<file path="src/rtl/wbc_rr_intercon_pkg.sv">
// Shared types for the round-robin WISHBONE interconnect:
// FSM state encoding, debug bus layout and the stall counter width.
package wbc_rr_intercon_pkg;

  typedef enum logic {
    ST_IDLE = 1'b0,
    ST_BUSY = 1'b1
  } state_e;

  localparam int CNT_W = 16;

  localparam int DBG_W       = 71;
  localparam int DBG_DAT_LSB = 0;
  localparam int DBG_DAT_W   = 31;
  localparam int DBG_ADR_LSB = 31;
  localparam int DBG_ADR_W   = 20;
  localparam int DBG_CNT_LSB = 51;
  localparam int DBG_CNT_W   = 16;
  localparam int DBG_ST_LSB  = 67;
  localparam int DBG_GNT_LSB = 68;
  localparam int DBG_GNT_W   = 3;

endpackage

</file>
<file path="src/rtl/wbc_rr_intercon_if.sv">
// Bus bundle: N master ports in, M slave ports out, flattened per port.
// slave = interconnect side, master = bus agents driving requests/responses.
interface wbc_rr_intercon_if #(
  parameter int NUM_MASTERS = 4,
  parameter int NUM_SLAVES  = 4,
  parameter int ADDR_WIDTH  = 20,
  parameter int DATA_WIDTH  = 32
);
  import wbc_rr_intercon_pkg::*;

  localparam int SELW = DATA_WIDTH / 8;

  logic [NUM_MASTERS-1:0]            m_cyc_i;
  logic [NUM_MASTERS-1:0]            m_stb_i;
  logic [NUM_MASTERS-1:0]            m_we_i;
  logic [NUM_MASTERS*ADDR_WIDTH-1:0] m_adr_i;
  logic [NUM_MASTERS*DATA_WIDTH-1:0] m_dat_i;
  logic [NUM_MASTERS*SELW-1:0]       m_sel_i;
  logic [NUM_MASTERS-1:0]            m_ack_o;
  logic [NUM_MASTERS-1:0]            m_err_o;
  logic [NUM_MASTERS-1:0]            m_rty_o;
  logic [DATA_WIDTH-1:0]             m_dat_o;

  logic [NUM_SLAVES-1:0]             s_cyc_o;
  logic [NUM_SLAVES-1:0]             s_stb_o;
  logic                              s_we_o;
  logic [ADDR_WIDTH-1:0]             s_adr_o;
  logic [DATA_WIDTH-1:0]             s_dat_o;
  logic [SELW-1:0]                   s_sel_o;
  logic [NUM_SLAVES*DATA_WIDTH-1:0]  s_dat_i;
  logic [NUM_SLAVES-1:0]             s_ack_i;
  logic [NUM_SLAVES-1:0]             s_err_i;
  logic [NUM_SLAVES-1:0]             s_rty_i;

  modport slave (
    input  m_cyc_i, m_stb_i, m_we_i,
    input  m_adr_i, m_dat_i, m_sel_i,
    output m_ack_o, m_err_o, m_rty_o, m_dat_o,
    output s_cyc_o, s_stb_o, s_we_o,
    output s_adr_o, s_dat_o, s_sel_o,
    input  s_dat_i, s_ack_i, s_err_i, s_rty_i
  );

  modport master (
    output m_cyc_i, m_stb_i, m_we_i,
    output m_adr_i, m_dat_i, m_sel_i,
    input  m_ack_o, m_err_o, m_rty_o, m_dat_o,
    input  s_cyc_o, s_stb_o, s_we_o,
    input  s_adr_o, s_dat_o, s_sel_o,
    output s_dat_i, s_ack_i, s_err_i, s_rty_i
  );

endinterface

</file>
<file path="src/rtl/wbc_rr_intercon_arbiter.sv">
// Round-robin selector: req vector + last grant index in, one-hot gnt out.
// Search starts at last+1 and wraps; gnt is zero when nobody requests.
module wbc_rr_arbiter #(
  parameter int N  = 4,
  parameter int IW = $clog2(N)
) (
  input  logic [N-1:0]  req,
  input  logic [IW-1:0] last,
  output logic [N-1:0]  gnt
);

  logic          found;
  logic [IW-1:0] idx;

  always_comb begin
    gnt   = '0;
    found = 1'b0;
    idx   = '0;
    for (int i = 1; i <= N; i++) begin
      idx = IW'((int'(last) + i) % N);
      if (!found && req[idx]) begin
        gnt[idx] = 1'b1;
        found    = 1'b1;
      end
    end
  end

endmodule

</file>
<file path="src/rtl/wbc_rr_intercon.sv">
// Round-robin WISHBONE interconnect: N masters share one slave bus, address-decoded
// to M slaves, with stall timeout. Ports: clk_i, rst_i, bus, grant_o, timeout_o, debug_o.
module wbc_rr_intercon
  import wbc_rr_intercon_pkg::*;
#(
  parameter int NUM_MASTERS    = 4,
  parameter int NUM_SLAVES     = 4,
  parameter int ADDR_WIDTH     = 20,
  parameter int DATA_WIDTH     = 32,
  parameter int TIMEOUT_CYCLES = 255
) (
  input  logic                   clk_i,
  input  logic                   rst_i,
  wbc_rr_intercon_if.slave       bus,
  output logic [NUM_MASTERS-1:0] grant_o,
  output logic                   timeout_o,
  output logic [DBG_W-1:0]       debug_o
);

  localparam int MW   = $clog2(NUM_MASTERS);
  localparam int SW   = $clog2(NUM_SLAVES);
  localparam int SELW = DATA_WIDTH / 8;
  localparam int AWD  = ADDR_WIDTH < DBG_ADR_W ? ADDR_WIDTH : DBG_ADR_W;
  localparam int DWD  = DATA_WIDTH < DBG_DAT_W ? DATA_WIDTH : DBG_DAT_W;
  localparam logic [CNT_W-1:0] TMO = CNT_W'(TIMEOUT_CYCLES);

  state_e                 state_q;
  logic [NUM_MASTERS-1:0] grant_q;
  logic [MW-1:0]          last_q;
  logic [CNT_W-1:0]       cnt_q;
  logic [NUM_MASTERS-1:0] arb_gnt;

  logic [MW-1:0]          own_idx;
  logic                   own_cyc;
  logic                   own_stb;
  logic                   own_we;
  logic [ADDR_WIDTH-1:0]  own_adr;
  logic [DATA_WIDTH-1:0]  own_dat;
  logic [SELW-1:0]        own_sel;

  logic [SW-1:0]          sidx;
  logic                   slv_ack;
  logic                   slv_err;
  logic                   slv_rty;
  logic                   slv_term;
  logic [DATA_WIDTH-1:0]  slv_dat;
  logic                   tmo;
  logic                   stb_now;
  logic [DATA_WIDTH-1:0]  m_dat;

  logic [DBG_GNT_W-1:0]   dbg_gnt;
  logic [DBG_ADR_W-1:0]   dbg_adr;
  logic [DBG_DAT_W-1:0]   dbg_dat;
  logic [DBG_W-1:0]       dbg_d;

  wbc_rr_arbiter #(
    .N  (NUM_MASTERS),
    .IW (MW)
  ) u_arb (
    .req  (bus.m_cyc_i),
    .last (last_q),
    .gnt  (arb_gnt)
  );

  // grant_q is one-hot or zero, so a plain overwrite loop is a clean mux
  always_comb begin
    own_idx = '0;
    own_cyc = 1'b0;
    own_stb = 1'b0;
    own_we  = 1'b0;
    own_adr = '0;
    own_dat = '0;
    own_sel = '0;
    for (int k = 0; k < NUM_MASTERS; k++) begin
      if (grant_q[k]) begin
        own_idx = MW'(k);
        own_cyc = bus.m_cyc_i[k];
        own_stb = bus.m_stb_i[k];
        own_we  = bus.m_we_i[k];
        own_adr = bus.m_adr_i[k*ADDR_WIDTH +: ADDR_WIDTH];
        own_dat = bus.m_dat_i[k*DATA_WIDTH +: DATA_WIDTH];
        own_sel = bus.m_sel_i[k*SELW +: SELW];
      end
    end
  end

  assign sidx = own_adr[ADDR_WIDTH-1 -: SW];

  always_comb begin
    slv_dat = '0;
    for (int s = 0; s < NUM_SLAVES; s++) begin
      if (sidx == SW'(s)) begin
        slv_dat = bus.s_dat_i[s*DATA_WIDTH +: DATA_WIDTH];
      end
    end
  end

  assign slv_ack  = own_cyc & bus.s_ack_i[sidx];
  assign slv_err  = own_cyc & bus.s_err_i[sidx];
  assign slv_rty  = own_cyc & bus.s_rty_i[sidx];
  assign slv_term = slv_ack | slv_err | slv_rty;

  // a real slave response in the limit cycle beats the timeout
  assign tmo     = own_cyc & own_stb & (cnt_q == TMO) & ~slv_term;
  assign stb_now = own_cyc & own_stb & ~tmo;
  assign m_dat   = slv_term ? slv_dat : '0;

  always_comb begin
    bus.s_cyc_o = '0;
    bus.s_stb_o = '0;
    bus.s_cyc_o[sidx] = own_cyc;
    bus.s_stb_o[sidx] = stb_now;
  end

  assign bus.s_we_o  = own_we;
  assign bus.s_adr_o = own_adr;
  assign bus.s_dat_o = own_dat;
  assign bus.s_sel_o = own_sel;

  assign bus.m_ack_o = grant_q & {NUM_MASTERS{slv_ack}};
  assign bus.m_err_o = grant_q & {NUM_MASTERS{slv_err | tmo}};
  assign bus.m_rty_o = grant_q & {NUM_MASTERS{slv_rty}};
  assign bus.m_dat_o = m_dat;

  assign grant_o   = grant_q;
  assign timeout_o = tmo;

  always_ff @(posedge clk_i or posedge rst_i) begin
    if (rst_i) begin
      state_q <= ST_IDLE;
      grant_q <= '0;
      last_q  <= MW'(NUM_MASTERS - 1);
    end else begin
      case (state_q)
        ST_IDLE: begin
          if (|bus.m_cyc_i) begin
            grant_q <= arb_gnt;
            state_q <= ST_BUSY;
          end
        end
        ST_BUSY: begin
          if (!own_cyc) begin
            grant_q <= '0;
            last_q  <= own_idx;
            state_q <= ST_IDLE;
          end
        end
        default: begin
          grant_q <= '0;
          state_q <= ST_IDLE;
        end
      endcase
    end
  end

  always_ff @(posedge clk_i or posedge rst_i) begin
    if (rst_i) begin
      cnt_q <= '0;
    end else if (!stb_now || slv_term) begin
      cnt_q <= '0;
    end else begin
      cnt_q <= cnt_q + 1'b1;
    end
  end

  always_comb begin
    dbg_gnt = '0;
    dbg_adr = '0;
    dbg_dat = '0;
    dbg_gnt[MW-1:0]  = own_idx;
    dbg_adr[AWD-1:0] = own_adr[AWD-1:0];
    dbg_dat[DWD-1:0] = m_dat[DWD-1:0];
    dbg_d = '0;
    dbg_d[DBG_GNT_LSB +: DBG_GNT_W] = dbg_gnt;
    dbg_d[DBG_ST_LSB]               = state_q;
    dbg_d[DBG_CNT_LSB +: DBG_CNT_W] = cnt_q;
    dbg_d[DBG_ADR_LSB +: DBG_ADR_W] = dbg_adr;
    dbg_d[DBG_DAT_LSB +: DBG_DAT_W] = dbg_dat;
  end

  always_ff @(posedge clk_i or posedge rst_i) begin
    if (rst_i) begin
      debug_o <= '0;
    end else begin
      debug_o <= dbg_d;
    end
  end

endmodule
</file>
<file path="src/flat_wrapper.sv">
// flat-port wrapper written by rule: the top's interface ports become plain ports
module wbc_rr_intercon_flat import wbc_rr_intercon_pkg::*;
#(
  parameter int NUM_MASTERS    = 4,
  parameter int NUM_SLAVES     = 4,
  parameter int ADDR_WIDTH     = 20,
  parameter int DATA_WIDTH     = 32,
  parameter int TIMEOUT_CYCLES = 255
)
  (clk_i, rst_i, grant_o, timeout_o, debug_o, bus_m_cyc_i, bus_m_stb_i, bus_m_we_i, bus_m_adr_i, bus_m_dat_i, bus_m_sel_i, bus_m_ack_o, bus_m_err_o, bus_m_rty_o, bus_m_dat_o, bus_s_cyc_o, bus_s_stb_o, bus_s_we_o, bus_s_adr_o, bus_s_dat_o, bus_s_sel_o, bus_s_dat_i, bus_s_ack_i, bus_s_err_i, bus_s_rty_i);
  wbc_rr_intercon_if #(.NUM_MASTERS(NUM_MASTERS), .NUM_SLAVES(NUM_SLAVES), .ADDR_WIDTH(ADDR_WIDTH), .DATA_WIDTH(DATA_WIDTH)) bus_i ();
  input  logic clk_i;
  input  logic rst_i;
  output logic [NUM_MASTERS-1:0] grant_o;
  output logic timeout_o;
  output logic [DBG_W-1:0] debug_o;
  input wire logic [$bits(bus_i.m_cyc_i)-1:0] bus_m_cyc_i;
  input wire logic [$bits(bus_i.m_stb_i)-1:0] bus_m_stb_i;
  input wire logic [$bits(bus_i.m_we_i)-1:0] bus_m_we_i;
  input wire logic [$bits(bus_i.m_adr_i)-1:0] bus_m_adr_i;
  input wire logic [$bits(bus_i.m_dat_i)-1:0] bus_m_dat_i;
  input wire logic [$bits(bus_i.m_sel_i)-1:0] bus_m_sel_i;
  output wire logic [$bits(bus_i.m_ack_o)-1:0] bus_m_ack_o;
  output wire logic [$bits(bus_i.m_err_o)-1:0] bus_m_err_o;
  output wire logic [$bits(bus_i.m_rty_o)-1:0] bus_m_rty_o;
  output wire logic [$bits(bus_i.m_dat_o)-1:0] bus_m_dat_o;
  output wire logic [$bits(bus_i.s_cyc_o)-1:0] bus_s_cyc_o;
  output wire logic [$bits(bus_i.s_stb_o)-1:0] bus_s_stb_o;
  output wire logic [$bits(bus_i.s_we_o)-1:0] bus_s_we_o;
  output wire logic [$bits(bus_i.s_adr_o)-1:0] bus_s_adr_o;
  output wire logic [$bits(bus_i.s_dat_o)-1:0] bus_s_dat_o;
  output wire logic [$bits(bus_i.s_sel_o)-1:0] bus_s_sel_o;
  input wire logic [$bits(bus_i.s_dat_i)-1:0] bus_s_dat_i;
  input wire logic [$bits(bus_i.s_ack_i)-1:0] bus_s_ack_i;
  input wire logic [$bits(bus_i.s_err_i)-1:0] bus_s_err_i;
  input wire logic [$bits(bus_i.s_rty_i)-1:0] bus_s_rty_i;
  assign bus_i.m_cyc_i = bus_m_cyc_i;
  assign bus_i.m_stb_i = bus_m_stb_i;
  assign bus_i.m_we_i = bus_m_we_i;
  assign bus_i.m_adr_i = bus_m_adr_i;
  assign bus_i.m_dat_i = bus_m_dat_i;
  assign bus_i.m_sel_i = bus_m_sel_i;
  assign bus_m_ack_o = bus_i.m_ack_o;
  assign bus_m_err_o = bus_i.m_err_o;
  assign bus_m_rty_o = bus_i.m_rty_o;
  assign bus_m_dat_o = bus_i.m_dat_o;
  assign bus_s_cyc_o = bus_i.s_cyc_o;
  assign bus_s_stb_o = bus_i.s_stb_o;
  assign bus_s_we_o = bus_i.s_we_o;
  assign bus_s_adr_o = bus_i.s_adr_o;
  assign bus_s_dat_o = bus_i.s_dat_o;
  assign bus_s_sel_o = bus_i.s_sel_o;
  assign bus_i.s_dat_i = bus_s_dat_i;
  assign bus_i.s_ack_i = bus_s_ack_i;
  assign bus_i.s_err_i = bus_s_err_i;
  assign bus_i.s_rty_i = bus_s_rty_i;
  wbc_rr_intercon #(.NUM_MASTERS(NUM_MASTERS), .NUM_SLAVES(NUM_SLAVES), .ADDR_WIDTH(ADDR_WIDTH), .DATA_WIDTH(DATA_WIDTH), .TIMEOUT_CYCLES(TIMEOUT_CYCLES)) u_core (.clk_i(clk_i), .rst_i(rst_i), .bus(bus_i), .grant_o(grant_o), .timeout_o(timeout_o), .debug_o(debug_o));
endmodule
</file>
<file path="config.mk">
export PLATFORM = sky130hd
export DESIGN_NAME = wbc_rr_intercon_flat
export DESIGN_NICKNAME = d
export VERILOG_FILES = /design/src/rtl/wbc_rr_intercon_pkg.sv /design/src/rtl/wbc_rr_intercon_if.sv /design/src/rtl/wbc_rr_intercon_arbiter.sv /design/src/rtl/wbc_rr_intercon.sv /design/src/flat_wrapper.sv
export SDC_FILE = /design/constraint.sdc
export NUM_CORES = 1
export LEC_CHECK = 0
export BUFFER_PORTS_ARGS = -buffer_cell sky130_fd_sc_hd__buf_2
export CORE_AREA = 2 2 217 219
export DETAILED_ROUTE_END_ITERATION = 6
export DIE_AREA = 0 0 219 221
export SLEW_MARGIN = 10
export SYNTH_ARGS = -nofsm -noshare
export SYNTH_HDL_FRONTEND = slang
export SYNTH_SLANG_ARGS = --single-unit
</file>
<file path="constraint.sdc">
create_clock -name clk_i -period 3.55 [get_ports clk_i]
set_input_delay 0.71 -clock clk_i [delete_from_list [all_inputs] [get_ports clk_i]]
set_output_delay 0.71 -clock clk_i [all_outputs]
set_load 0.01 [all_outputs]
</file>
### Yosys cells after proc, flatten, opt, wreduce, memory -nomap -nowiden

Cells that the tools add are included.

* flip-flop bits (word level): 93
* output and inout bits: 185
* word-level logic and storage cells: 135

* $add $sub $neg: 5
* $lt $le $gt $ge: 10
* equality and inequality tests: 6
* mux-type cells: 70
* bitwise gates (word level): 22
* reductions and logical operators: 17

Operator list (number)
* $mux W32: 9
* $mux W20: 4
* $mux W4: 10
* $mux W1: 30
* $and A4 B4 Y4: 5
* $add A16 B1 Y16 const B: 1
* $eq A16 B8 Y1 const B: 1
* $mux W16: 1
* $lt A2 B3 Y1 const B: 5
* $bmux W1 S2: 7
* $or A4 B4 Y4: 3
* $demux W1 S2: 5
* $ge A2 B1 Y1 const B: 5
* $logic_and A1 B1 Y1: 8
* $pmux W4 S2: 1
* $and A1 B1 Y1: 7
* $add A2 B1 Y2 const B: 2
* $add A2 B2 Y2 const B: 2
* $eq A2 B2 Y1 const B: 2
* $logic_not A1 Y1: 4
* $mux W2: 2
* $not A1 Y1: 4
* $reduce_and A2 Y1: 2
* $reduce_or A4 Y1: 1
* 7 further kinds: 9

### Longest topological paths before layout

Gate-level depths: netlist of run 1.

* depth after elaboration: 16
* gate-level depth with buffers: 10

### By module

From an unflattened synthesis of run 1, not the netlist that was laid out.

* cells, all modules: 744
* area, all modules: 6065.8 µm²

By module, submodules not included
* wbc_rr_intercon: times used 1, cells an instance 706, area each 5708.0 µm², sequential area each 2329.7 µm²
* wbc_rr_arbiter: times used 1, cells an instance 38, area each 357.8 µm², sequential area each 0.0 µm²

### Worst setup path before layout of run 1

OpenSTA, ideal clock, no wires.

* kind: in2out
* from: input bus_m_adr_i[38]
* to: output bus_s_stb_o[0]
* arrival: 2.205 ns
* slack: 0.635 ns
* stages on the path: 7
* buffers on the path: 1
* cell sequence: a211oi_1 -> a211o_1 -> buf_6 -> mux2i_1 -> a211oi_2 -> nor2b_2 -> a211oi_1

* longest elaborated chain between the ends: 13

Ends and longest elaborated chain
* start, declared: line flat_wrapper.sv:20 `input wire logic [$bits(bus_i.m_adr_i)-1:0] bus_m_adr_i;`
* $mux W20 * (3 in series): line wbc_rr_intercon.sv:75 `if (grant_q[k]) begin`
* $bmux W1 S2 (on tied branches): line wbc_rr_intercon.sv:98, wbc_rr_intercon.sv:99
* $mux W1 (on tied branches): line wbc_rr_intercon.sv:98, wbc_rr_intercon.sv:99
* $and A1 B1 Y1 (on tied branches): line wbc_rr_intercon.sv:98, wbc_rr_intercon.sv:99
* $or A1 B1 Y1 (2 in series): line wbc_rr_intercon.sv:101 `assign slv_term = slv_ack | slv_err | slv_rty;`
* $not A1 Y1: line wbc_rr_intercon.sv:104 `assign tmo = own_cyc & own_stb & (cnt_q == TMO) & ~slv_term;`
* $and A1 B1 Y1: line wbc_rr_intercon.sv:104
* $not A1 Y1: line wbc_rr_intercon.sv:105 `assign stb_now = own_cyc & own_stb & ~tmo;`
* $and A1 B1 Y1: line wbc_rr_intercon.sv:105
* $and A4 B4 Y4 (no line) *
* end, declared: line flat_wrapper.sv:28 `output wire logic [$bits(bus_i.s_stb_o)-1:0] bus_s_stb_o;`

Every way passes the cells marked *; elsewhere a longest branch is shown, timed or not. The select of a mux whose other input is x is not followed.

### Worst setup path after layout of run 1

* from: register u_core.grant_q[3], in the netlist u_core.grant_o[3]
* to: output bus_m_err_o[0]

* longest elaborated chain between the ends: 10

Ends and longest elaborated chain
* start, declared: line wbc_rr_intercon.sv:28 `logic [NUM_MASTERS-1:0] grant_q;`
* start signal, assigned: line wbc_rr_intercon.sv:137 `grant_q <= arb_gnt;`
* $mux W20: line wbc_rr_intercon.sv:75
* $bmux W1 S2 (on tied branches): line wbc_rr_intercon.sv:98, wbc_rr_intercon.sv:99
* $mux W1 (on tied branches): line wbc_rr_intercon.sv:98, wbc_rr_intercon.sv:99
* $and A1 B1 Y1 (on tied branches): line wbc_rr_intercon.sv:98, wbc_rr_intercon.sv:99
* $or A1 B1 Y1 (2 in series): line wbc_rr_intercon.sv:101
* $not A1 Y1: line wbc_rr_intercon.sv:104
* $and A1 B1 Y1: line wbc_rr_intercon.sv:104
* $or A1 B1 Y1 *: line wbc_rr_intercon.sv:121 `assign bus.m_err_o = grant_q & {NUM_MASTERS{slv_err | tmo}};`
* $and A4 B4 Y4 *: line wbc_rr_intercon.sv:121
* end, declared: line flat_wrapper.sv:24 `output wire logic [$bits(bus_i.m_err_o)-1:0] bus_m_err_o;`

Marked as above.

==> summary.md, run 1 <==
| Metric | Value |
|---|---|
| Post-route ant nets | 0 |
| CP Data Arrival Time | 2790 ps |
| Placer Congestion | 0.9348 |
| Yosys reg bits | 93 |
| Hold Buf Count CTS | 0 |
| RSZ-0062 raised after global routing | true |
| CTS sink count | 93 |
| Total grt overflow | 0 |
| Setup crit start | u_core.grant_o[3] |
| Sw Ratio | 0.4615 |
| Post-Syn Instances | 678 |
| Standard-cell rows | 79 |
| Largest net degree at the start of global routing | 91 |
| Synth Flop Type | dfrtp_1 |
| WP data required | 2840 ps |
| Post-synth net total | 1,065 |
| Startpoint Class | flop |
| Starting density of the core | 0.1341 |
| Placed Cells | 1,823 |
| Synth Cell Area | 0.006175 mm² |
| CP max FO | 6 |
| Vias/cell | 4.214 |
| Non-Filler Instances | 1,880 |
| WS Path Type | flop to primary output |
| Setup-failing EPs final | 0 |
| Post-synth ARST share | 1.000 |
| Clock network fraction of total power | 0.122 |
| Worst-case clock skew | 11.25 ps |
| All-Layer GR Usage | 0.1328 |
| Most common cell after layout, fill and taps aside | buf_2 |
| Final total power | 0.008520 W |
| Fin. Hold Viols | 0 |
| Post-DP Area | 0.009814 mm² |
| CP delay by family, top | compound AO/OA/AOI/OAI gates |
| R2r startpoint | u_core.grant_o[3] |
| Count of cell types in the netlist | 54 |
| Post-route cell area | 0.01091 mm² |
| Global-route wire length before repair | 47,620 µm |
| Average cell area after synthesis | 9.107 µm² |
| Dpl ws | -98.45 ps |
| Area Growth Syn to Fin | 76.76% |
| Clk root buf | clkbuf_16 |
| Dpl hpwl | 27,650 µm |
| # IOs | 563 |
| Initial antenna violation count | 6 |
| Layout cells sized above 1 | 0.5592 |
| Deepest clock path buffer count | 2 |
| Nets@finish | 1,648 |
| Period utilisation layout | 0.9849 |
| Worst skew pair latency | 370 ps |
| CP peak stage delay | 540 ps |
| Hold Path Class | primary input to async pin |
| Slew Viols, Final | 0 |
| CP Capture Type | primary output |
| Worst-Margin Slew | 794.9 ps |
| 1st-pass router iterations | 5 |
| Routed wire length | 34,670 µm |
| Vias post-DR | 7,922 |
| Clk pin slew, worst setup/hold paths | 80 ps |
| CTS H-tree depth | 3 |
| Status | completed |
| Max-Cap Viols | 0 |
| Max rail drop VDD | 511.4 µV |
| Number of synthesis warnings | 0 |
| Port Buf Inserts | 561 |
| 1st-iter DRT viols | 544 |
| Drt wl/cell | 18.44 µm |
| Final worst setup slack | 53.75 ps |
| Crit path time final | 3496 ps |
| PD cells | 780.6 mW/mm² |
| Die area | 0.04840 mm² |
| Core area | 0.04606 mm² |
| Most frequent cells in the layout | buf_2 (555), a22oi_1 (111), dfrtp_1 (89), nand2_1 (77), mux2i_1 (64) |
| Sequential share of the synthesized area | 0.3773 |
| Number of global-route vias before repair | 7,779 |
| Slew headroom | 0.4701 |
| Total CTS buffers | 9 |
| CTS tree | done |
| Post-synth EDFFs | 0 |
| Die H | 221 µm |
| Slowest CP cell | dfrtp_4 |
| Worst Path Buf+Inv | 4 |
| Worst hold margin | 409.7 ps |
| Drc violations | 0 |
| Psw | 0.003932 W |
| Fmax | 0.2860 GHz |
| Leakage | 5.720 nW |
| Sequential Power Share | 0.177 |
| Chip Width | 219 µm |
| Internal Power | 0.004588 W |
| Crit-path cells | nor2b_1 > a211o_4 > buf_12 > clkbuf_16 > mux2i_4 > mux2i_4 > o32ai_2 > buf_6 > and2_4 > buf_6 |
| Comb pwr share | 0.702 |
## power groups by stage
stage	Combinational [W]	Clock, W	Sequential [W]
3_3_place_gp	0.00493	0	0.00156
5_1_grt	0.00644	0.00113	0.00154
2_1_floorplan	0.00266	0	0.00163
6_report	0.00598	0.00104	0.00151
3_5_place_dp	0.00500	0	0.00157
4_1_cts	0.00538	0.00109	0.00151
## synth_stat cells, drive strengths merged (2+ instances only)
library cell	count	area, µm²
a21oi	5	25.02
mux2i	73	743.2
o21ai	60	311.5
nand3	7	35.03
nor3	17	85.08
nor3b	2	20.02
nand2b	2	12.51
ha	9	112.6
nand2	78	292.8
dfstp	2	52.55
a311o	4	40.04
dfrtp	91	2277
xor2	6	52.55
buf	22	141.4
clkbuf	35	131.4
inv	15	61.31
and3	35	219.0
o311ai	2	17.52
and4	2	17.52
mux4	3	67.56
nor4	3	18.77
nor2b	11	71.32
and2	9	56.30
a22oi	111	833.3
a31oi	2	12.51
nand3b	2	15.01
a211oi	6	50.05
nand4	3	18.77
xnor2	8	70.07
a221oi	5	50.04
nor2	36	142.6
## state kept, by name (all words and copies together), names as in the netlist
name and count:
u_core.cnt_q 16, u_core.debug_o 70, u_core.grant_o 4, u_core.last_q 2, u_core.state_q 1
## kinds of logic after synthesis
family / synth area share
simple gates: 0.1678
compound gates: 0.2290
flops: 0.3773
mux: 0.1331
buf+inv: 0.05410
xor+xnor: 0.01986
fa+ha+maj: 0.01824
other cells: 0.0006073
## through the flow
step	util	setup TNS, ps
final	0.2369	0
after global routing	0.2368	-343.0
after CTS	0.2264	-15.88
after detailed placement	0.2131	-286.1
after global placement	0.2131	-189.0
after floorplan	-	0
## area by class of cell
type                       instances  area [µm²]
fill                            5032       35150
multi-input combinational        514        3827
timing repair buffer             628        3602
sequential                        93        2335
tap                              607       759.5
clock buffer                       9       225.2
clock inverter                     7       81.33
inverter                          15       66.31
antenna                            7       17.52
## path summary, 6_finish.rpt
check	to	slack, ps	cells after the start
worst max register to register	u_core.cnt_q[4]	1060	10
worst min-delay path	u_core.debug_o[37]	410	2
worst min register to register	u_core.debug_o[52]	450	0
worst max-delay path	bus_m_err_o[0]	50	10
max in group asynchronous	u_core.debug_o[39]	2440	3
min in group clk_i	u_core.debug_o[52]	450	0
## repair_timing
action	CTS	global route
pin swaps	6	12
cloned	1	7
buffers inserted	13	14
setup endpoints to repair	49	43
gates resized for setup	27	41
## routing by layer
layer / track usage / vias up / wire length [µm]
met5: 0 / - / 0
met4: 0.06975 / 0 / 1327
met3: 0.01897 / 51 / 2303
met2: 0.2270 / 453 / 17250
met1: 0.1604 / 3737 / 13790
li1: - / 3681 / -
No activity file was read; power rests on OpenSTA's default activity.
==> run 2, diff against run 1 <==
--- a/config.mk
+++ b/config.mk
@@ -5,6 +5,7 @@
 export SDC_FILE = /design/constraint.sdc
 export NUM_CORES = 1
 export LEC_CHECK = 0
+export ABC_AREA = 1
 export BUFFER_PORTS_ARGS = -buffer_cell sky130_fd_sc_hd__buf_2
 export CORE_AREA = 2 2 217 219
 export DETAILED_ROUTE_END_ITERATION = 6
==> constraint.sdc (replaced) <==
create_clock -name clk_i -period 3.4 [get_ports clk_i]
set_input_delay 0.68 -clock clk_i [delete_from_list [all_inputs] [get_ports clk_i]]
set_output_delay 0.68 -clock clk_i [all_outputs]
set_load 0.01 [all_outputs]
==> summary.md, run 2 <==
| Metric | Value |
|---|---|
| Slew Viols, Final | 0 (unchanged) |
| CP peak stage delay | 490 ps (was 540 ps) |
| Deepest clock path buffer count | 2 (unchanged) |
| Period utilisation layout | 0.9739 |
| Fmax | 0.3020 GHz |
| 1st-pass router iterations | 5 (unchanged) |
| CTS sink count | 93 (unchanged) |
| Sequential cell area | 0.002332 mm² (was 0.002335 mm²) |
| Post-DP Area | 0.009727 mm² (was 0.009814 mm²) |
| All-Layer GR Usage | 0.1557 (was 0.1328) |
| Most flop-heavy register | u_core.debug_o (unchanged) |
| Global-route wire length before repair | 54,400 µm (was 47,620 µm) |
| Vias post-DR | 8,864 (was 7,922) |
| R2r startpoint | u_core.grant_o[2] (was u_core.grant_o[3]) |
| Post-Syn Instances | 887 (was 678) |
| Hold Path Class | primary input to async pin (unchanged) |
| Drt wl/cell | 19.84 µm (was 18.44 µm) |
| Leading area contributor after synthesis | dfrtp_1 (unchanged) |
| WP data required | 2720 ps (was 2840 ps) |
| Fillcell total | 5,221 (was 5,032) |
| Largest net degree at the start of global routing | 74 (was 91) |
| Core Util, Final | 0.2235 (was 0.2369) |
| Setup TNS Final | 0 ps (unchanged) |
| Area Growth Syn to Fin | 65.53% (was 76.76%) |
| Startpoint Class | flop (unchanged) |
| Slowest CP cell | dfrtp_2 (was dfrtp_4) |
| Routed wire length | 40,640 µm (was 34,670 µm) |
| WS Path Type | flop to primary output (unchanged) |
| # IOs | 563 (unchanged) |
| Average cell area after synthesis | 7.011 µm² (was 9.107 µm²) |
| Max rail drop VDD | 360.6 µV (was 511.4 µV) |
| Number of synthesis warnings | 0 (unchanged) |
| Post-synth net total | 1,274 (was 1,065) |
| Core area | 0.04606 mm² (unchanged) |
| Worst-case clock skew | 11.22 ps (was 11.25 ps) |
| Total grt overflow | 0 (unchanged) |
| Count of cell types in the netlist | 37 (was 54) |
| Area of the multi-input gates | 0.003432 mm² (was 0.003827 mm²) |
| Most common cell after layout, fill and taps aside | buf_2 (unchanged) |
| Placer Congestion | 0.9063 (was 0.9348) |
| Crit path time final | 3311 ps |
| PD cells | 773.1 mW/mm² (was 780.6 mW/mm²) |
| Worst hold margin | 286.2 ps (was 409.7 ps) |
| Top-area cell type share of the netlist area | 0.3662 (was 0.3688) |
| Post-route cell area | 0.01029 mm² (was 0.01091 mm²) |
| Post-route ant nets | 0 (unchanged) |
| Setup-failing EPs final | 0 (unchanged) |
| Number of global-route vias before repair | 8,445 (was 7,779) |
| Port Buf Inserts | 561 (unchanged) |
| Worst R2R Path Depth | 11 (was 10) |
| CTS tree | done (unchanged) |
| Dpl hpwl | 33,120 µm (was 27,650 µm) |
| Hold Buf Count CTS | 0 (unchanged) |
| Starting density of the core | 0.1350 (was 0.1341) |
| CP Data Arrival Time | 2630 ps (was 2790 ps) |
| Layout cells sized above 1 | 0.4566 (was 0.5592) |
| Most frequent cells in the layout | buf_2 (561), nand2_1 (272), nand3_1 (100), dfrtp_1 (89), nor2_1 (66) (was buf_2 (555), a22oi_1 (111), dfrtp_1 (89), nand2_1 (77), mux2i_1 (64)) |
| Post-synth ARST share | 1.000 (unchanged) |
| Die area | 0.04840 mm² (unchanged) |
| Chip Width | 219 µm (unchanged) |
| Slew headroom | 0.4672 (was 0.4701) |
| Worst-Margin Slew | 799.3 ps (was 794.9 ps) |
| Nets@finish | 1,821 (was 1,648) |
| Crit-path cells | buf_12 > nand3_1 > nand3_4 > nor2_8 > buf_6 > nand2_1 > nand2_1 > o221ai_2 > nand2_1 > nand2_1 > inv_1 > buf_2 (was nor2b_1 > a211o_4 > buf_12 > clkbuf_16 > mux2i_4 > mux2i_4 > o32ai_2 > buf_6 > and2_4 > buf_6) |
| Max FFs per register | 70 (unchanged) |
| CP Capture Type | primary output (unchanged) |
| Commonest cells post-synth | nand2_1 (275), nand3_1 (101), dfrtp_1 (91) (was a22oi_1 (111), dfrtp_1 (91), nand2_1 (78)) |
| Worst reg2reg setup slack | 1010 ps (was 1060 ps) |
| Total CTS buffers | 9 (unchanged) |
| Synth Cell Area | 0.006218 mm² (was 0.006175 mm²) |
| Clk root buf | clkbuf_16 (unchanged) |
| CP max FO | 24 (was 6) |
| Most numerous cell in the Yosys netlist | nand2_1 (was a22oi_1) |
| Drc violations | 0 (unchanged) |
| Sequential share of the synthesized area | 0.3746 (was 0.3773) |
| Most used cell, CP | nand2_1 |
| CTS H-tree depth | 3 (unchanged) |
| Max-Cap Viols | 0 (unchanged) |
| Synth Flop Type | dfrtp_1 (unchanged) |
| Post-synth EDFFs | 0 (unchanged) |
| Status | completed (unchanged) |
| Leakage | 5.562 nW (was 5.720 nW) |
| Die H | 221 µm (unchanged) |
| Ranking of synthesized cells by area | dfrtp_1 (37%), nand2_1 (17%), nand3_1 (8.1%) (was dfrtp_1 (37%), a22oi_1 (13%), mux2i_1 (12%)) |
| Initial antenna violation count | 6 (unchanged) |
| Vias/cell | 4.328 (was 4.214) |
| Standard-cell rows | 79 (unchanged) |
| Worst skew pair latency | 380 ps (was 370 ps) |
| Yosys reg bits | 93 (unchanged) |
| 1st-iter DRT viols | 573 (was 544) |
| Clk pin slew, worst setup/hold paths | 80 ps (about the same) |
| Reg2reg end | u_core.cnt_q[2] (was u_core.cnt_q[4]) |
| Fin. Hold Viols | 0 (unchanged) |
## run 2: layout make-up
cell class	instances	area share
Multi-Input combinational cell	666	0.3334
Timing Repair Buffer	591	0.3066
Sequential cell	93	0.2266
Tap cell	607	0.07378
Inverter	73	0.02954
Clock buffer	10	0.02322
Clock inverter	6	0.006442
Antenna cell	2	0.0004862
## run 2: worst max-delay path by stage
stage / cells past startpoint / end / start
after detailed placement: 12 / bus_m_dat_o[2] / bus_m_adr_i[59]
after CTS: 13 / bus_m_err_o[2] / u_core.grant_o[2]
final: 12 / bus_m_dat_o[2] / u_core.grant_o[2]
after global placement: 16 / bus_s_stb_o[2] / bus_m_adr_i[58]
after global routing: 13 / bus_m_dat_o[28] / u_core.grant_o[3]
after floorplan: 1 / u_core.cnt_q[0] / rst_i
## run 2: cell families after synthesis
group | Yosys count | share of synthesized area
AOI/OAI and AO/OA | 129 | 0.1306
buffers and inverters | 128 | 0.08491
adders and majority gates | 9 | 0.01811
DFF | 93 | 0.3746
and+or+nand+nor | 516 | 0.3757
other | 1 | 0.0006030
xor gates and xnor gates | 11 | 0.01549
## run 2: routing by layer
layer	wire length, µm	global-route usage
met2	20220	0.2836
met4	2483	0.08936
met1	14900	0.1690
met3	3034	0.02474
met5	0	0
## run 2: metrics by stage
stage                     setup WS, ps  cells  total power, W
final                            88.82   2048        0.007958
after floorplan                  303.0    887        0.004171
after global routing            -13.17   2048        0.008472
after detailed placement         196.9   2016        0.006431
after global placement           176.7   2016        0.006389
after CTS                        10.76   2035        0.007628
## run 2: report_power, final
group,switching [W],internal [W]
logic,0.00344,0.00186
clock network,0.000542,0.000540
registers,0.000164,0.00141
total,0.00415,0.00381
## run 2: critical path, delay by kind of cell (launching register included)
kind | cells | cell delay (ps)
DFF | 1 | 490
buffers and inverters | 4 | 630
AOI/OAI and AO/OA | 1 | 190
and+or+nand+nor | 7 | 890
## run 2: repair_timing
action,CTS,global route
pin swaps,2,4
resized for setup,7,20
setup endpoints to repair,40,41
buffers inserted,3,7
cloned,0,4
hold endpoints to repair,0,0
==> run 3, diff against run 2 <==
--- a/config.mk
+++ b/config.mk
@@ -6,7 +6,8 @@
 export NUM_CORES = 1
 export LEC_CHECK = 0
 export ABC_AREA = 1
-export BUFFER_PORTS_ARGS = -buffer_cell sky130_fd_sc_hd__buf_2
+export BUFFER_PORTS_ARGS = -buffer_cell sky130_fd_sc_hd__buf_4
+export CAP_MARGIN = 5
 export CORE_AREA = 2 2 217 219
 export DETAILED_ROUTE_END_ITERATION = 6
 export DIE_AREA = 0 0 219 221
==> summary.md, run 3 (synthesized netlist as in run 2, its figures left out) <==
| Metric | Value |
|---|---|
| Fillcell total | 5,054 (was 5,221) |
| Deepest clock path buffer count | 2 (unchanged) |
| Routed wire length | 41,760 µm (was 40,640 µm) |
| Final worst setup slack | 125.1 ps (was 88.82 ps) |
| Clk pin slew, worst setup/hold paths | 70 ps (was 80 ps) |
| Die H | 221 µm (unchanged) |
| WS Path Type | flop to primary output (unchanged) |
| Nets@finish | 1,835 (was 1,821) |
| Area of the multi-input gates | 0.003515 mm² (was 0.003432 mm²) |
| Crit path time final | 3275 ps (was 3311 ps) |
| Fin. Hold Viols | 0 (unchanged) |
| Max FFs per register | 70 (unchanged) |
| Total CTS buffers | 9 (unchanged) |
| CTS sink count | 93 (unchanged) |
| Period utilisation layout | 0.9632 (was 0.9739) |
| Standard-cell rows | 79 (unchanged) |
| Total grt overflow | 0 (unchanged) |
| Hold Path Class | primary input to async pin (unchanged) |
| Top layer used by detailed routing | met4 (unchanged) |
| Most frequent cells in the layout | buf_4 (590), nand2_1 (271), nand3_1 (100), dfrtp_1 (89), nor2_1 (64) (was buf_2 (561), nand2_1 (272), nand3_1 (100), dfrtp_1 (89), nor2_1 (66)) |
| Met3 WL | 3342 µm (was 3034 µm) |
| Number of diodes | 0 (was 2) |
| PD cells | 741.3 mW/mm² (was 773.1 mW/mm²) |
| Layout cells sized above 1 | 0.4632 (was 0.4566) |
| Drc violations | 3 (was 0) |
| Most flop-heavy register | u_core.debug_o (unchanged) |
| Sequential cell area | 0.002332 mm² (unchanged) |
| Largest net degree at the start of global routing | 72 (was 74) |
| Final total power | 0.008801 W (was 0.007958 W) |
| Worst skew pair latency | 380 ps (about the same) |
| Initial antenna violation count | 1 (was 6) |
| Port Buf Inserts | 561 (unchanged) |
| Placer Congestion | 0.8722 (was 0.9063) |
| Met2 WL | 21,230 µm (was 20,220 µm) |
| CTS H-tree depth | 3 (unchanged) |
| Setup-failing EPs final | 0 (unchanged) |
| WP data required | 2720 ps (about the same) |
| Dpl hpwl | 33,380 µm (was 33,120 µm) |
| Leakage | 6.040 nW (was 5.562 nW) |
| 1st-iter DRT viols | 554 (was 573) |
| CTS tree | done (unchanged) |
| Chip Width | 219 µm (unchanged) |
| Dpl ws | 47.25 ps (was 196.9 ps) |
| Failing checks | design-rule violations |
| # IOs | 563 (unchanged) |
| All-Layer GR Usage | 0.1566 (was 0.1557) |
| 1st-pass router iterations | 7 (was 5) |
| CP Capture Type | primary output (unchanged) |
| Number of global-route vias before repair | 8,647 (was 8,445) |
| Slew Viols, Final | 0 (unchanged) |
| Clk root buf | clkbuf_16 (unchanged) |
| Vias post-DR | 8,885 (was 8,864) |
| CP Data Arrival Time | 2590 ps (was 2630 ps) |
| Worst-case clock skew | 6.152 ps (was 11.22 ps) |
| Max rail drop VDD | 433.8 µV (was 360.6 µV) |
| Drt wl/cell | 20.27 µm (was 19.84 µm) |
| Status | finished with violations (was completed) |
| Most common cell after layout, fill and taps aside | buf_4 (was buf_2) |
| Hold Buf Count CTS | 0 (unchanged) |
| Core area | 0.04606 mm² (unchanged) |
| CP max FO | 8 (was 24) |
| Area Growth Syn to Fin | 90.92% (was 65.53%) |
| Post-route cell area | 0.01187 mm² (was 0.01029 mm²) |
| Slew headroom | 0.4812 (was 0.4672) |
| Post-route ant nets | 0 (unchanged) |
| Global-route wire length before repair | 55,370 µm (was 54,400 µm) |
| Die area | 0.04840 mm² (unchanged) |
| Starting density of the core | 0.1350 (unchanged) |
| Worst-Margin Slew | 778.2 ps (was 799.3 ps) |
| Post-Route M1 WL | 15,070 µm (was 14,900 µm) |
| Startpoint Class | flop (unchanged) |
| Fmax | 0.3054 GHz (was 0.3020 GHz) |
| Post-DP Area | 0.01119 mm² (was 0.009727 mm²) |
| Vias/cell | 4.313 (was 4.328) |
| Max-Cap Viols | 0 (unchanged) |
## run 3: cell type report
type                       count  area share
clock inverter                 7    0.008009
tap                          607     0.06397
timing repair inverter         1   0.0007377
timing repair buffer         601      0.3902
sequential                    93      0.1964
multi-input combinational    669      0.2960
clock buffer                   9     0.01897
inverter                      73     0.02561
## run 3: worst paths after layout
kind                                    from                  to  slack, ps  cells past startpoint
max                        u_core.grant_o[2]     bus_m_dat_o[27]        130                     14
min in group clk_i           u_core.cnt_q[1]  u_core.debug_o[52]        410                      0
min                                    rst_i   u_core.grant_o[1]        280                      2
max in group asynchronous              rst_i    u_core.cnt_q[11]       2370                      3
max reg2reg                u_core.grant_o[2]     u_core.cnt_q[4]       1080                     11
min reg2reg                  u_core.cnt_q[1]  u_core.debug_o[52]        410                      0
## run 3: metal layers
layer  vias to the layer above  global-route usage
met2                       530              0.2838
met1                      4209              0.1684
met3                        73             0.03533
met5                         -                   0
li1                       4073                   -
met4                         0             0.08043
## run 3: power by group
part	switching, W	internal, W	total [W]
sequential	0.000172	0.00141	0.00158
clock	0.000545	0.000595	0.00114
combinational	0.00356	0.00251	0.00608
total	0.00428	0.00452	0.00880
## run 3: stage by stage
step / hold WS [ps] / cells / utilization / TNS (ps)
floorplan: 374.1 / 887 / - / 0
global placement: 387.3 / 2025 / 0.2428 / 0
detailed placement: 394.4 / 2025 / 0.2428 / 0
CTS: 266.0 / 2043 / 0.2507 / 0
global route: 286.7 / 2060 / 0.2578 / -17.98
finish: 279.1 / 2060 / 0.2578 / 0
## run 3: critical path: stages, from the launching register on
cell	delay, ps
dfrtp_2	500
buf_4	170
nand3_1	110
nand3_4	120
nor2_8	210
inv_4	70
nand2_1	70
nand2_1	80
nand2_4	80
buf_4	150
nand3_4	170
buf_4	200
nand2_1	60
inv_1	60
buf_4	140
## run 3: what timing repair did
action	in CTS	in global routing
pin swaps	1	7
gates resized for setup	7	37
gates cloned	0	7
setup buffers	2	10
setup endpoints to repair	40	40
